File: config.mk
export PLATFORM = sky130hd
export DESIGN_NAME = mul_share_ctrl
export DESIGN_NICKNAME = d
export VERILOG_FILES = /design/src/rtl/mul_share_ctrl.sv
export SDC_FILE = /design/constraint.sdc
export NUM_CORES = 1
export LEC_CHECK = 0
export CAP_MARGIN = 20
export CORE_ASPECT_RATIO = 2
export CORE_UTILIZATION = 41
export DETAILED_ROUTE_END_ITERATION = 8
export PLACE_DENSITY = 0.85
export SLEW_MARGIN = 20
export SYNTH_ARGS = -nofsm -noshare
export SYNTH_HDL_FRONTEND = slang
export SYNTH_SLANG_ARGS = --single-unit
File: constraint.sdc
create_clock -name clk -period 4.2 [get_ports clk]
set_input_delay 0.63 -clock clk [delete_from_list [all_inputs] [get_ports clk]]
set_output_delay 0.63 -clock clk [all_outputs]
set_load 0.01 [all_outputs]
File: src/rtl/mul_share_ctrl.sv
// Controller that time-shares one repeated-addition multiplier datapath between
// two requesters with round-robin arbitration.
module mul_share_ctrl #(
  parameter int unsigned WIDTH = 15
) (
  input  logic             clk,
  input  logic             rst,
  input  logic             req0,
  input  logic             req1,
  input  logic [WIDTH-1:0] a0,
  input  logic [WIDTH-1:0] b0,
  input  logic [WIDTH-1:0] a1,
  input  logic [WIDTH-1:0] b1,
  input  logic             eqz,
  input  logic [WIDTH-1:0] prod,
  output logic [WIDTH-1:0] bus_out,
  output logic             ld_a,
  output logic             ld_b,
  output logic             ld_p,
  output logic             clr_p,
  output logic             dec_b,
  output logic             gnt0,
  output logic             gnt1,
  output logic             done0,
  output logic             done1,
  output logic [WIDTH-1:0] result,
  output logic             busy
);

  typedef enum logic [2:0] {
    IDLE  = 3'd0,
    LOADA = 3'd1,
    LOADB = 3'd2,
    CALC  = 3'd3,
    DONE  = 3'd4
  } state_t;

  state_t state;
  logic   win;
  logic   last;
  logic   calc;
  logic   pick;

  // Round-robin choice: a lone requester wins, otherwise the one not served last.
  assign pick = (req0 && req1) ? ~last : req1;

  // Accumulate/decrement must react to eqz in the same cycle it is observed.
  assign ld_p  = calc & ~eqz;
  assign dec_b = calc & ~eqz;

  always_ff @(posedge clk or negedge rst) begin
    if (!rst) begin
      state   <= IDLE;
      win     <= 1'b0;
      last    <= 1'b1;
      calc    <= 1'b0;
      bus_out <= '0;
      ld_a    <= 1'b0;
      ld_b    <= 1'b0;
      clr_p   <= 1'b0;
      gnt0    <= 1'b0;
      gnt1    <= 1'b0;
      done0   <= 1'b0;
      done1   <= 1'b0;
      result  <= '0;
      busy    <= 1'b0;
    end else begin
      bus_out <= '0;
      ld_a    <= 1'b0;
      ld_b    <= 1'b0;
      clr_p   <= 1'b0;
      gnt0    <= 1'b0;
      gnt1    <= 1'b0;
      done0   <= 1'b0;
      done1   <= 1'b0;
      case (state)
        IDLE: begin
          if (req0 || req1) begin
            state   <= LOADA;
            win     <= pick;
            busy    <= 1'b1;
            bus_out <= pick ? a1 : a0;
            ld_a    <= 1'b1;
            clr_p   <= 1'b1;
            gnt0    <= ~pick;
            gnt1    <= pick;
          end
        end
        LOADA: begin
          state   <= LOADB;
          bus_out <= win ? b1 : b0;
          ld_b    <= 1'b1;
        end
        LOADB: begin
          state <= CALC;
          calc  <= 1'b1;
        end
        CALC: begin
          if (eqz) begin
            state  <= DONE;
            calc   <= 1'b0;
            result <= prod;
            done0  <= ~win;
            done1  <= win;
          end
        end
        DONE: begin
          state <= IDLE;
          last  <= win;
          busy  <= 1'b0;
        end
        default: begin
          state <= IDLE;
          calc  <= 1'b0;
          busy  <= 1'b0;
        end
      endcase
    end
  end

endmodule
==> flow_metrics.py <==
metrics = {
    "global_routing": {
        "gr-total-overflow": 0,
        "grt_pass1_vias": 1840,
        "grtUsageTotal": 0.218,
        "grt_pass1_wl_um": 8650,
        "grt_max_degree": 44,
        "antenna_found_initial": 0,
    },
    "yosys": {
        "ys_async_sr_fraction": 1.00,
        "synth_warnings": 0,
        "synthFlopType": "dfrtp_1",
        "syn_nets": 264,
        "netlist_instances": 184,
        "synth-seq-cells": 43,
        "synth_edf_count": 0,
        "syn_area_per_cell_um2": 11.4,
        "synthDistinctLibCells": 29,
        "syn-cell-area_um2": 2100,
        "ys_seq_area_frac": 0.513,
    },
    "timing": {
        "fin_crit_sh": 0.603,
        "worstMarginPinSlew_ns": 0.916,
        "rsz0062_at_grt": "false",
        "setup_tns_ns": 0,
        "max_clock_freq_mhz": 395,
        "setup_viol": 0,
        "period_needed_ns": 2.53,
        "timing_hold_violations_final": 0,
        "skew_ns": 0.00612,
        "slew-limit-headroom": 0.387,
        "drv_slew": 0,
    },
    "placed_design": {
        "globalplace.congestion": 0.862,
        "numPortBuffers": 119,
        "dpl-instance-area_um2": 3240,
        "place.detailed.hpwl_um": 4600,
        "post-place-cells": 342,
    },
    "critical_path": {
        "worstPathArrival_ns": 1.90,
        "r2r_start": "state[0]$_DFFE_PN0P_",
        "end_kind": "output pin",
        "cp_max_fo": 4,
        "rr_worst_depth": 3,
        "r2r-end": "bus_out[6]$_DFF_PN0_",
        "r2r_slack_ns": 2.12,
        "required_ns": 3.57,
        "critPathLaunchType": "input port",
        "critical_path.startpoint": "eqz",
        "path_class": "in2out",
    },
    "die": {
        "io_pins": 120,
        "coreArea_um2": 4910,
        "fp.dieW_um": 52.6,
        "die_area_um2": 5430,
        "start_util": 0.428,
        "die_y_um": 103,
        "rows": 36,
    },
    "cells_and_area": {
        "final_cells": 350,
        "n_antenna_cell": 0,
        "nNetsFinal": 372,
        "fillCellCount": 377,
        "fin_area_um2": 3330,
        "layout-drive-gt1-share": 0.154,
        "syn2layout_area_growth_pct": 58.3,
    },
    "detailed_routing": {
        "drcViolationCount": 0,
        "routed_wl_um": 5750,
        "antenna_left": 0,
        "dr.first_iter.drc_count": 42,
        "drt_pass1_iterations": 4,
        "vias_per_cell": 5.31,
        "wire_per_inst_um": 16.4,
        "vias": 1860,
    },
    "clocking": {
        "tritoncts": "built",
        "cts_buffers": 5,
        "cts_resized": 0,
        "cts_hold_buffers": 0,
        "clk_latency_ns": 0.29,
        "postCtsSetupBuffers": 0,
        "clk_pin_slew_ns": 0.07,
        "clockRootBuffer": "clkbuf_8",
        "htreeDepth": 2,
        "clockBufferDepth": 2,
        "cts_sinks": 43,
    },
    "outcome": {
        "status": "completed",
    },
    "pwr": {
        "clock_power_share": 0.135,
        "powerDensity_nw_per_um2": 559,
        "swShare": 0.340,
        "p_int_w": 0.00123,
        "switchingPower_w": 0.000632,
        "finalPower_w": 0.00186,
        "seq_power_share": 0.385,
        "p_leak_nw": 1.33,
        "ir_drop_uv": 311,
        "p_comb_frac": 0.480,
    },
    "worst_hold_path": {
        "min_path_type": "in2async",
    },
    "flow_run": {
        "drv_cap": 0,
    },
}
## cells in the final DEF (no fill, tap or decap)
cell and instances:
clkdlybuf4s50_1 118, dfrtp_1 42, mux2_2 31, nand2_1 18
nand3_1 16, nand4b_1 15, a31oi_1 15, nor2_1 5
inv_1 5, clkbuf_8 5, nor3_1 2, o21ai_0 2
nand2b_1 1, nor3b_2 1, nor4b_4 1, or2_2 1
nor2b_1 1, o211a_1 1, and3_1 1, nand2_4 1
and2_2 1, nand3b_1 1, a2bb2oi_1 1, a21oi_1 1
o21bai_1 1, mux2i_1 1, clkinvlp_4 1, clkinv_2 1
clkbuf_1 1, buf_2 1, dfstp_2 1
## flip-flops by register name, indices dropped and copies added, names as in the netlist
name     flops
calc         1
ld_b         1
gnt1         1
win          1
last         1
busy         1
gnt0         1
bus_out     15
done0        1
result      15
state        3
done1        1
clr_p        1
## worst max-delay path, cell delays in order
cell	delay [ns]
clkdlybuf4s50_1	0.45
nor2b_1	0.24
clkdlybuf4s50_1	0.58
## power groups by stage
stage	Sequential (W)	Combinational (W)	Clock (W)
floorplan	0.000717	0.000493	0
global placement	0.000713	0.000880	0
detailed placement	0.000726	0.000903	0
CTS	0.000717	0.000905	0.000256
global route	0.000740	0.000954	0.000273
finish	0.000716	0.000893	0.000251
## Yosys cell counts (all sizes together), types with 2 or more instances
library cell  number  area, um^2
a31oi             15        93.8
buf               10        86.3
clkbuf             8        30.0
dfrtp             42        1050
inv                5        18.8
mux2              31         349
nand2             19        78.8
nand3             16        80.1
nand4b            15         131
nor2               5        18.8
nor3               2        10.0
o21ai              2        10.0
## stage by stage
stage	hold WS (ns)	worst slack, ns	utilization
CTS	0.508	1.66	0.678
global placement	0.485	1.56	0.661
global route	0.527	1.59	0.678
floorplan	0.334	2.56	-
finish	0.471	1.67	0.678
detailed placement	0.496	1.48	0.661
## kinds of logic (layout without fill, tap and decap cells)
logic type             Yosys count  count (layout)  synth area share
AO/OA/AOI/OAI                   21              21            0.0643
AND/OR/NAND/NOR                 65              65             0.188
buffers and inverters           23             132            0.0643
multiplexers                    32              32             0.171
flip-flops                      43              43             0.513
## routing by layer
metal	vias up	global-route usage	part of all wire
li1	869	-	-
met1	904	0.216	0.33
met2	73	0.431	0.61
met3	14	0.0190	0.035
met4	0	0.0992	0.030
met5	-	0	0
## how the worst max path moves through the flow
stage,end,depth (start not counted)
2_1_floorplan,ld_p,2
3_3_place_gp,win$_DFFE_PN0P_,4
3_5_place_dp,win$_DFFE_PN0P_,4
4_1_cts,dec_b,3
5_1_grt,ld_p,3
6_report,dec_b,3
## area by class of cell
class | count | area, um^2 | area share
clock inverters | 2 | 12.5 | 0.00376
well taps | 57 | 71.3 | 0.0214
repair buffers | 119 | 1190 | 0.356
multi-input cells | 118 | 890 | 0.267
clock buffers | 6 | 72.6 | 0.0218
flip-flops and latches | 43 | 1080 | 0.324
inverters | 5 | 18.8 | 0.00564
Note: power is estimated with default switching activity, not from simulation.
